<file path="config.mk">
export PLATFORM = sky130hd
export DESIGN_NAME = intr_ctrl_n
export DESIGN_NICKNAME = d
export VERILOG_FILES = /design/src/rtl/intr_ctrl_n.sv
export SDC_FILE = /design/constraint.sdc
export NUM_CORES = 1
export LEC_CHECK = 0
export CAP_MARGIN = 40
export CORE_MARGIN = 2
export CORE_UTILIZATION = 45
export CTS_CLUSTER_SIZE = 20
export DETAILED_ROUTE_END_ITERATION = 16
export PLACE_DENSITY = 0.79
export SLEW_MARGIN = 0
export SYNTH_ARGS = -nofsm -noshare
export SYNTH_HDL_FRONTEND = slang
export SYNTH_SLANG_ARGS = --single-unit
</file>
<file path="constraint.sdc">
create_clock -name clk -period 1.7 [get_ports clk]
set_clock_uncertainty 0.05 [all_clocks]
set_input_delay 0.255 -clock clk [delete_from_list [all_inputs] [get_ports clk]]
set_output_delay 0.255 -clock clk [all_outputs]
set_load 0.01 [all_outputs]
</file>
<file path="src/rtl/intr_ctrl_n.sv">
// intr_ctrl_n -- multi-source interrupt controller in front of the CU interrupt input.
//
// Each external source is synchronised and latched into a pending bit.
// Latching is either on the rising edge or on the level, chosen per source.
// The pending bits are gated by the mask register. If the CU global I flag is set,
// the lowest-index eligible source is granted: its index and vector are frozen and
// a request is raised towards the CU.
// The request/ack/eoi handshake is single level (no nesting).
//
// Ports:
//   clk, reset           system clock, synchronous active-high reset
//   src_in[NUM_SRC]      asynchronous interrupt sources
//   edge_mode[NUM_SRC]   1 = rising-edge latched, 0 = level latched
//   int_en               CU global interrupt enable (I flag)
//   mask_wr, mask_din    load the mask register (1 = source enabled)
//   mask_q, pend_q       current mask and pending registers
//   int_req              registered request to the CU
//   int_ack              one-cycle acknowledge from the CU interrupt state
//   eoi                  one-cycle end-of-interrupt on RETI execute
//   vec, vec_id          vector and index of the granted source
//   in_service           handler currently active
module intr_ctrl_n #(
    parameter int                NUM_SRC     = 8,
    parameter int                VEC_W       = 10,
    parameter logic [VEC_W-1:0]  VEC_BASE    = 10'h3F0,
    parameter int                SYNC_STAGES = 2,
    localparam int               ID_W        = (NUM_SRC > 1) ? $clog2(NUM_SRC) : 1
) (
    input  logic               clk,
    input  logic               reset,
    input  logic [NUM_SRC-1:0] src_in,
    input  logic [NUM_SRC-1:0] edge_mode,
    input  logic               int_en,
    input  logic               mask_wr,
    input  logic [NUM_SRC-1:0] mask_din,
    output logic [NUM_SRC-1:0] mask_q,
    output logic [NUM_SRC-1:0] pend_q,
    output logic               int_req,
    input  logic               int_ack,
    input  logic               eoi,
    output logic [VEC_W-1:0]   vec,
    output logic [ID_W-1:0]    vec_id,
    output logic               in_service
);

    typedef enum logic [1:0] {
        S_IDLE,
        S_WAIT,
        S_SERVICE
    } state_e;

    state_e state_q, state_d;

    logic [SYNC_STAGES-1:0][NUM_SRC-1:0] sync_q;
    logic [NUM_SRC-1:0] prev_q;
    logic [NUM_SRC-1:0] sync_out;
    logic [NUM_SRC-1:0] src_evt;
    logic [NUM_SRC-1:0] eligible;
    logic [NUM_SRC-1:0] clr_s;
    logic [NUM_SRC-1:0] pend_d;
    logic [ID_W-1:0]    winner;
    logic               ack_clr;

    logic               int_req_q, int_req_d;
    logic               in_service_q, in_service_d;
    logic [ID_W-1:0]    vec_id_q, vec_id_d;
    logic [VEC_W-1:0]   vec_q, vec_d;

    assign sync_out = sync_q[SYNC_STAGES-1];

    // Edge sources fire once per rising edge of the synchronised input.
    // Level sources fire every cycle while the input is high.
    // Both the chain and the edge history clear on reset.
    // A source that is already high when reset is released therefore gives one edge.
    assign src_evt  = (edge_mode & sync_out & ~prev_q) | (~edge_mode & sync_out);
    assign eligible = pend_q & mask_q;

    // A set and a clear on the same bit in the same cycle keep the bit set.
    // This way a new event is never lost behind an acknowledge.
    assign clr_s  = ack_clr ? (NUM_SRC'(1) << vec_id_q) : '0;
    assign pend_d = (pend_q & ~clr_s) | src_evt;

    // Per-source synchroniser chain plus the previous synchronised value for edge detection.
    always_ff @(posedge clk) begin
        if (reset) begin
            sync_q <= '0;
            prev_q <= '0;
        end else begin
            sync_q <= {sync_q[SYNC_STAGES-2:0], src_in};
            prev_q <= sync_out;
        end
    end

    // Fixed-priority encoder: scanning from the top down leaves the lowest set index as winner.
    always_comb begin
        winner = '0;
        for (int i = NUM_SRC - 1; i >= 0; i--) begin
            if (eligible[i]) begin
                winner = ID_W'(i);
            end
        end
    end

    // Handshake FSM.
    // The winner is frozen from grant until the handler ends.
    // In WAIT, the acknowledge takes precedence over withdrawing the request.
    always_comb begin
        state_d      = state_q;
        int_req_d    = int_req_q;
        in_service_d = in_service_q;
        vec_id_d     = vec_id_q;
        vec_d        = vec_q;
        ack_clr      = 1'b0;
        case (state_q)
            S_IDLE: begin
                if ((|eligible) && int_en) begin
                    vec_id_d  = winner;
                    vec_d     = VEC_BASE + VEC_W'(winner);
                    int_req_d = 1'b1;
                    state_d   = S_WAIT;
                end
            end
            S_WAIT: begin
                if (int_ack) begin
                    ack_clr      = 1'b1;
                    int_req_d    = 1'b0;
                    in_service_d = 1'b1;
                    state_d      = S_SERVICE;
                end else if (!int_en || !mask_q[vec_id_q]) begin
                    int_req_d = 1'b0;
                    state_d   = S_IDLE;
                end
            end
            S_SERVICE: begin
                if (eoi) begin
                    in_service_d = 1'b0;
                    state_d      = S_IDLE;
                end
            end
            default: begin
                int_req_d    = 1'b0;
                in_service_d = 1'b0;
                state_d      = S_IDLE;
            end
        endcase
    end

    // State, handshake outputs, pending and mask registers.
    always_ff @(posedge clk) begin
        if (reset) begin
            state_q      <= S_IDLE;
            int_req_q    <= 1'b0;
            in_service_q <= 1'b0;
            vec_id_q     <= '0;
            vec_q        <= VEC_BASE;
            pend_q       <= '0;
            mask_q       <= '0;
        end else begin
            state_q      <= state_d;
            int_req_q    <= int_req_d;
            in_service_q <= in_service_d;
            vec_id_q     <= vec_id_d;
            vec_q        <= vec_d;
            pend_q       <= pend_d;
            if (mask_wr) begin
                mask_q <= mask_din;
            end
        end
    end

    assign int_req    = int_req_q;
    assign in_service = in_service_q;
    assign vec_id     = vec_id_q;
    assign vec        = vec_q;

endmodule

</file>
==> impl_metrics.toml <==
[logic_synthesis]
synth-async-reset-ratio = 0
yosysWarnings = 0
synth_top_flop_cell = "sky130_fd_sc_hd__dfxtp_1"
synthSimpleGateAreaFrac = 0.204
synth.ff_latch_count = 47
synth.lib_cells_used.distinct = 33
area_share_of_fa_ha_maj_cells_after_synthesis = 0
part_of_the_yosys_area_used_for_sequential_elements = 0.521
mappedNetlistArea_sq_um = 1810
synth_compound_area_frac = 0.127
synth_area_per_cell_sq_um = 9.66
post_synth_xor_area_fraction = 0
combinational_family_with_the_most_area_after_synthesis = "simple AND/OR/NAND/NOR gates"
syn-instance-count = 187
synth-edff-count = 0
yosys-mux-area-fraction = 0.0796

[worst_hold_path]
min_delay_path_depth = 2
worst_hold_path_type = "in2reg"
worst_hold_startpoint = "reset"
min_delay_worst_endpoint = "pend_q[2]$_SDFF_PP0_"

[worst_setup_path]
slowest_stage = "sky130_fd_sc_hd__clkdlybuf4s50_1"
worstReg2RegEnd = "int_req$_SDFFE_PP0P_"
critical-path-top-delay-family = "buffers and inverters"
worst_r2r_path_depth = 4
timing.setup.critical_path_class = "reg2out"
worstReg2RegStart = "vec_id[0]$_SDFFE_PP0P_"
path_buf_inv = 1
endpoint_kind = "primary output"
worst_ep_required_time_ns = 1.39
cp_slowest_stage_delay_ns = 0.57
critical_path_arrival_ns = 1.31
timing.reg2reg.setup_slack_ns = 0.09
timing.critical_path.cells = "clkdlybuf4s50_1"
crit_path_start_kind = "flip-flop"
cp_max_fo = 10

[floorplan]
start_util = 0.458
die_area_sq_um = 4540
rows = 23
core_region_area_sq_um = 3940
die_height_microns = 67.4
die_width_microns = 67.4
top_level_ports = 61

[layout]
num_antenna_cells = 0
most-common-layout-cells = "sky130_fd_sc_hd__clkdlybuf4s50_1, sky130_fd_sc_hd__dfxtp_1, sky130_fd_sc_hd__nand2_1"
multiInputGateArea_sq_um = 768
fill_cells = 348
layout_commonest_cell = "sky130_fd_sc_hd__clkdlybuf4s50_1"
area.sequential_sq_um = 942
fin_util = 0.612
fin_area_sq_um = 2410
finish.net_count = 268
area.growth.synth_to_final_pct = 33.6
proportion_of_layout_cells_with_a_drive_suffix_above_1 = 0.0711

[grt]
grt_start_max_net_pins = 25
wire_length_of_the_first_global_routing_pass_microns = 5860
grt_remaining_overflow = 0
antenna_found_initial = 0
globalRouteTotalUtil = 0.174
first_global_vias = 1355

[clock_tree]
cts_setup_buffers = 0
number_of_buffers_added_by_the_clock_tree_synthesis_step = 5
clock_sink_count = 47
cts_tree = "done"
cts.root.buffer_cell = "sky130_fd_sc_hd__clkbuf_8"
ctsHtreeMaxLevel = 2
clk_pin_slew_worst_setup_hold_paths_ns = 0.08
worst_skew_pair.late_latency_ns = 0.29
clock_tree.buffer_depth = 2

[timing]
fmax_mhz = 619
timing.final.setup_violations = 0
layout_setup_ws_ns = 0.0832
final_min_period_over_clock_period = 0.951
final-hold-violation-count = 0
drv_slew = 0
final_critical_delay_including_setup_and_external_delays_ns = 1.62
setup_repair_after_global_routing_missed_its_margin = "false"

[place]
place_congestion = 0.840
placedInstanceArea_sq_um = 2330
port_buffers = 53
dp.final_hpwl_microns = 2730
place_worst_setup_slack_ns = -0.00196

[power]
vdd.ir_drop.worst_mv = 0.748
ratio_of_total_power_to_cell_area_nw_per_um2 = 853
p_leak_nw = 0.921

[route]
wl_microns = 3610
via_per_inst = 4.95
detail_route.first_pass.iterations = 4
ant_nets = 0
avgRoutedWirePerCell_microns = 12.5
drc = 0
detailroute.via_count = 1431
detailedRoute.firstIterationViolations = 48

[flow_run]
drv_cap = 0

[run_status]
status = "finished, final reports clean"
## layer usage
metal,vias up,global-route usage,wire length (microns)
met5,-,0,0
met4,0,0.0612,51
met3,5,0.0550,245
met2,49,0.302,1800
met1,658,0.201,1520
li1,719,-,-
## where the power goes
group          internal, mW  switching, mW  leakage, nW
clock                 0.288          0.327       0.0422
sequential             1.15         0.0426        0.386
combinational         0.154         0.0951        0.493
## cell type report
cell class / count / share of cell area
Clock buffer: 7 / 0.0316
Clock inverter: 1 / 0.00207
Multi-Input combinational cell: 126 / 0.318
Sequential cell: 47 / 0.390
Tap cell: 50 / 0.0259
Timing Repair Buffer: 57 / 0.230
Inverter: 1 / 0.00156
## per-stage QoR
step                      total power, mW  hold slack, ns  TNS [ns]  instances
after CTS                            2.09           0.275         0        289
final                                2.06           0.278         0        289
after detailed placement             1.47           0.373  -0.00196        281
after global routing                 2.17           0.275         0        289
after floorplan                      1.33           0.333         0        192
after global placement               1.46           0.367         0        281
## kinds of logic after synthesis
family | count (synthesis)
other cells | 2
buf+inv | 19
mux | 11
compound gates | 37
flops | 47
simple gates | 71
## synthesized netlist by cell type, drive strengths merged, types with 2 or more instances
master  instances  area, sq um
dfxtp          47          941
nand2          28          108
nor2b          25          156
a21oi          15         75.1
buf            13         93.8
nor2            9         33.8
o21ai           9         45.0
mux2i           8         80.1
clkbuf          5         18.8
a22oi           4         30.0
a211oi          2         15.0
conb            2         7.51
mux4            2         52.6
o31ai           2         15.0
## state kept, by name, summed over array words and instances, names as in the netlist
| name | cells |
|---|---|
| vec_id | 3 |
| pend_q | 8 |
| sync_q | 8 |
| prev_q | 8 |
| mask_q | 8 |
| in_service | 1 |
| sync_out | 8 |
| state_q | 2 |
| int_req | 1 |
## repair_timing
item | CTS | global route
resized for setup | 1 | 0
setup endpoints to repair | 2 | 0
hold buffers | 0 | 0
## worst max path at each step
stage,startpoint,to,depth (start not counted),slack (ns)
6_report,vec_id[1]$_SDFFE_PP0P_,vec[1],1,0.08
5_1_grt,vec_id[1]$_SDFFE_PP0P_,vec[1],1,0.02
4_1_cts,vec_id[1]$_SDFFE_PP0P_,vec[1],1,0.07
3_5_place_dp,int_ack,pend_q[0]$_SDFF_PP0_,5,-0.002
3_3_place_gp,int_ack,pend_q[0]$_SDFF_PP0_,5,0.04
2_1_floorplan,vec_id[0]$_SDFFE_PP0P_,int_req$_SDFFE_PP0P_,5,0.06
No activity file was read; power rests on OpenSTA's default activity.
